### src/rtl/step_sequencer.sv
`default_nettype none
// ============================================================================
// Module   : step_sequencer
// Brief    : Issues one UART-supplied instruction plus NOP fill to the core,
//            then streams a 1024-bit register-file snapshot out byte-wise.
//            Optional macro STEP_SEQ_CHECKSUM_EN appends an XOR checksum byte.
// Revision : 1.0 - initial release
// ============================================================================
module step_sequencer #(
    parameter int          FLUSH_CYCLES = 5,
    parameter logic [31:0] NOP_WORD     = 32'h00000013
) (
    input  logic          clk,
    input  logic          reset,
    input  logic          inst_valid,
    input  logic [31:0]   inst_data,
    output logic          inst_ready,
    output logic          proc_en,
    output logic [31:0]   inst_out,
    input  logic [1023:0] regfile,
    output logic [7:0]    tx_data,
    output logic          tx_valid,
    input  logic          tx_ready,
    output logic          busy,
    output logic          done,
    output logic [15:0]   step_count
);

    localparam logic [2:0] S_IDLE   = 3'd0;
    localparam logic [2:0] S_ISSUE  = 3'd1;
    localparam logic [2:0] S_FLUSH  = 3'd2;
    localparam logic [2:0] S_SETTLE = 3'd3;
    localparam logic [2:0] S_SNAP   = 3'd4;
    localparam logic [2:0] S_SEND   = 3'd5;

    localparam logic [3:0] c_FLUSH_LOAD = 4'(FLUSH_CYCLES - 1);
    localparam logic [6:0] c_LAST_IDX   = 7'd127;

    logic [2:0]    r_state;
    logic [3:0]    r_cnt;
    logic [6:0]    r_idx;
    logic [1023:0] r_snap;
    logic [6:0]    w_idx_nxt;
    logic [7:0]    w_byte_nxt;

`ifdef STEP_SEQ_CHECKSUM_EN
    logic [7:0]    r_csum;
    logic          r_csum_phase;
`endif

    assign w_idx_nxt  = r_idx + 7'd1;
    assign w_byte_nxt = r_snap[{w_idx_nxt, 3'b000} +: 8];

    // Snapshot is only meaningful after SNAP, so it carries no reset.
    always_ff @(posedge clk) begin
        if (r_state == S_SNAP) begin
            r_snap <= regfile;
        end
    end

    always_ff @(posedge clk) begin
        if (reset) begin
            r_state      <= S_IDLE;
            r_cnt        <= 4'd0;
            r_idx        <= 7'd0;
            inst_ready   <= 1'b1;
            proc_en      <= 1'b0;
            inst_out     <= NOP_WORD;
            tx_valid     <= 1'b0;
            tx_data      <= 8'd0;
            busy         <= 1'b0;
            done         <= 1'b0;
            step_count   <= 16'd0;
`ifdef STEP_SEQ_CHECKSUM_EN
            r_csum       <= 8'd0;
            r_csum_phase <= 1'b0;
`endif
        end else begin
            done <= 1'b0;
            case (r_state)
                S_IDLE: begin
                    if (inst_valid && inst_ready) begin
                        inst_out   <= inst_data;
                        proc_en    <= 1'b1;
                        inst_ready <= 1'b0;
                        busy       <= 1'b1;
                        r_state    <= S_ISSUE;
                    end
                end
                S_ISSUE: begin
                    inst_out <= NOP_WORD;
                    r_cnt    <= c_FLUSH_LOAD;
                    r_state  <= S_FLUSH;
                end
                S_FLUSH: begin
                    if (r_cnt == 4'd0) begin
                        proc_en <= 1'b0;
                        r_state <= S_SETTLE;
                    end else begin
                        r_cnt <= r_cnt - 4'd1;
                    end
                end
                S_SETTLE: begin
                    r_state <= S_SNAP;
                end
                S_SNAP: begin
                    // First byte comes straight from the port; r_snap loads on the same edge.
                    r_idx    <= 7'd0;
                    tx_data  <= regfile[7:0];
                    tx_valid <= 1'b1;
                    r_state  <= S_SEND;
`ifdef STEP_SEQ_CHECKSUM_EN
                    r_csum       <= 8'd0;
                    r_csum_phase <= 1'b0;
`endif
                end
                S_SEND: begin
                    if (tx_ready) begin
`ifdef STEP_SEQ_CHECKSUM_EN
                        if (r_csum_phase) begin
                            tx_valid   <= 1'b0;
                            done       <= 1'b1;
                            step_count <= step_count + 16'd1;
                            busy       <= 1'b0;
                            inst_ready <= 1'b1;
                            r_state    <= S_IDLE;
                        end else if (r_idx == c_LAST_IDX) begin
                            tx_data      <= r_csum ^ tx_data;
                            r_csum_phase <= 1'b1;
                        end else begin
                            r_csum  <= r_csum ^ tx_data;
                            r_idx   <= w_idx_nxt;
                            tx_data <= w_byte_nxt;
                        end
`else
                        if (r_idx == c_LAST_IDX) begin
                            tx_valid   <= 1'b0;
                            done       <= 1'b1;
                            step_count <= step_count + 16'd1;
                            busy       <= 1'b0;
                            inst_ready <= 1'b1;
                            r_state    <= S_IDLE;
                        end else begin
                            r_idx   <= w_idx_nxt;
                            tx_data <= w_byte_nxt;
                        end
`endif
                    end
                end
                default: begin
                    r_state <= S_IDLE;
                end
            endcase
        end
    end

endmodule
`default_nettype wire

### config.mk
export PLATFORM = sky130hd
export DESIGN_NAME = step_sequencer
export DESIGN_NICKNAME = d
export VERILOG_FILES = /design/src/rtl/step_sequencer.sv
export SDC_FILE = /design/constraint.sdc
export NUM_CORES = 2
export LEC_CHECK = 0
export ABC_AREA = 1
export CAP_MARGIN = 5
export CORE_AREA = 8 8 427 429
export DETAILED_ROUTE_END_ITERATION = 7
export DIE_AREA = 0 0 435 437
export SLEW_MARGIN = 20
export SYNTH_ARGS = -nofsm -noshare
export SYNTH_HDL_FRONTEND = slang
export SYNTH_SLANG_ARGS = --single-unit
### constraint.sdc
create_clock -name clk -period 21.1 [get_ports clk]
set_clock_uncertainty 0.2 [all_clocks]
set_input_delay 4.22 -clock clk [delete_from_list [all_inputs] [get_ports clk]]
set_output_delay 4.22 -clock clk [all_outputs]
set_load 0.02 [all_outputs]
==> metrics.yaml <==
status: "completed"
initial_core_util: 0.259
r2r_end: "r_snap[431]"
min_path_type: "reg2reg"
post-route-drc-count: 0
period_share: 0.314
final_nets: 6277
cp_data_arrival_time_ns: 2.20
crit_buf_inv: 1
clock_latency_ns: 0.76
required_ns: 16.68
fmax_mhz: 151
design.core.area_sq_mm: 0.175
cts_setup_buffers: 0
reg2reg_depth: 8
startpoint: "step_count[14]"
synth_cells: 4160
antenna_left: 0
cts_buffers: 120
cp_slowest_cell: "clkdlybuf4s50_1"
power_w: 0.00634
htreeDepth: 3
hold_buffers: 0
setup.worst_path.end: "step_count[14]"
setup_viol: 0
cts_resized: 0
ys.warnings.count: 0
ys_seq_area_frac: 0.710
ios: 1121
die_area_sq_mm: 0.190
grt_pass1_wl_um: 270000
p_leak_nw: 23.3
crit_type: "reg2out"
synthArstFlopShare: 0
regToRegSetupSlack_ns: 15.39
io_buffers: 1120
clock-sinks: 1099
die_x_um: 435
post-route-util: 0.359
syn_nets: 5224
fp.dieH_um: 437
grt_max_degree: 205
netlist-cell-type-count: 33
cts.path.max_buffers: 3
p_sw_frac: 0.285
hpwlAfterDp_um: 149000
cp_max_fo: 4
rows: 154
wl_per_cell_um: 25.9
tightest_slew_ns: 1.11
crit_cells: 1
ys_ff_latch: 1099
firstDrtPassIters: 5
netlist_area_sq_mm: 0.0454
first_global_vias: 34800
internal_power_w: 0.00453
area_growth_pct: 38.8
combPwrFrac: 0.186
cts_tree: "built"
r2r_start: "r_state[0]"
startpoint_type: "flip-flop"
critPathMaxStageDelay_ns: 0.91
clkTransAtPathRegs_ns: 0.06
rsz0062_at_grt: "no"
hold_violations: 0
p_seq_frac: 0.475
max-vdd-ir-drop_mv: 0.0735
synthFlopType: "edfxtp_1"
period_needed_ns: 6.62
grt_use_total: 0.199
vias: 35400
power_frac_clock: 0.339
maxSlewViolCount: 0
ctsRootBufferMaster: "clkbuf_16"
slew_headroom: 0.257
drive_gt1_frac: 0.0455
switchingPower_w: 0.00181
vias_per_cell: 4.58
routed_wl_um: 200000
cp_top_family: "buffers and inverters"
holdPathStages: 2
fin_setup_tns_ns: 0
pwr_density_cell_mw_per_mm2: 101
gr-total-overflow: 0
endpoint_kind: "output port"
antenna_found_initial: 69
gp_congestion: 0.885
fillers: 17500
drt_iter0_markers: 3603
avgSynthCellArea_sq_um: 10.9
crit_path_cell_trace: "clkdlybuf4s50_1"
synth-edff-count: 1024
drv_cap: 0
Yosys cell counts (all sizes together) (2+ instances only):
master / number / share of area
a211oi: 2 / 0.00033
a21oi: 66 / 0.0073
a221o: 3 / 0.00066
buf: 144 / 0.018
clkbuf: 91 / 0.0075
dfxtp: 75 / 0.033
edfxtp: 1024 / 0.68
ha: 4 / 0.0011
inv: 291 / 0.024
nand2: 1329 / 0.11
nand3: 598 / 0.066
nand4: 5 / 0.00069
nor2: 298 / 0.025
nor3: 15 / 0.0020
o211ai: 38 / 0.0063
o21ai: 161 / 0.018
xnor2: 5 / 0.00096
xor2: 6 / 0.0013
worst min-delay path by stage:
stage | start | endpoint | slack, ns
finish | inst_out[13] | inst_out[13] | 0.26
global route | inst_out[6] | inst_out[6] | 0.28
floorplan | r_cnt[0] | r_cnt[0] | 0.26
CTS | inst_out[18] | inst_out[18] | 0.26
detailed placement | inst_out[18] | inst_out[18] | 0.25
global placement | inst_out[6] | inst_out[6] | 0.25
per-layer routing:
layer | share of wire | global-route usage
met1 | 0.38 | 0.234
met2 | 0.52 | 0.353
met3 | 0.066 | 0.0394
met4 | 0.035 | 0.0843
met5 | 0.00019 | 0
cells in the final DEF, fill, tap and decap left out, drive strengths merged, types with 47 or more instances in the layout:
cell type / instances
diode: 60
nand3: 598
clkbuf: 166
o21ai: 161
a21oi: 66
clkdlybuf4s50: 1119
edfxtp: 1024
nor2: 298
nand2: 1329
buf: 47
inv: 294
dfxtp: 75
cell families after synthesis:
family,after synthesis,synth area share
buf+inv,526,0.0497
compound gates,272,0.0326
simple gates,2248,0.204
fa+ha+maj,4,0.00110
xor+xnor,11,0.00229
flops,1099,0.710
state kept, by name, indices dropped and copies added (netlist names):
name and flops:
r_state 3, r_idx 7, r_snap 1024, proc_en 1
r_cnt 4, tx_valid 1, inst_ready 1, done 1
tx_data 8, step_count 16, inst_out 32, busy 1
power groups by stage:
stage	Clock (W)	Combinational (W)	Sequential (W)
detailed placement	0	0.00119	0.00306
global route	0.00227	0.00129	0.00304
global placement	0	0.00118	0.00305
finish	0.00215	0.00118	0.00301
floorplan	0	0.000581	0.00338
CTS	0.00220	0.00120	0.00301
area by class of cell:
cell class | count | area, sq um | share of cell area
Timing Repair Buffer | 1166 | 11600 | 0.184
Antenna cell | 60 | 150 | 0.00238
Inverter | 291 | 1110 | 0.0177
Clock buffer | 166 | 3350 | 0.0532
Multi-Input combinational cell | 2535 | 11000 | 0.174
Clock inverter | 58 | 657 | 0.0104
Sequential cell | 1099 | 32300 | 0.512
Tap cell | 2340 | 2930 | 0.0465
metrics by stage:
step | hold WS [ns] | worst slack, ns | instance area (sq um) | instances
4_1_cts | 0.262 | 14.41 | 62800 | 7654
3_5_place_dp | 0.254 | 14.17 | 58800 | 7430
6_report | 0.261 | 14.48 | 63000 | 7715
3_3_place_gp | 0.248 | 14.21 | 58800 | 7430
5_1_grt | 0.279 | 14.41 | 63000 | 7708
2_1_floorplan | 0.257 | 4.50 | 45400 | 4160
worst min-delay path: stages (launching register included):
cell and delay, ns:
dfxtp_1 0.31, nand2_1 0.06, a21oi_1 0.05
(Power assumes the default switching activity.)
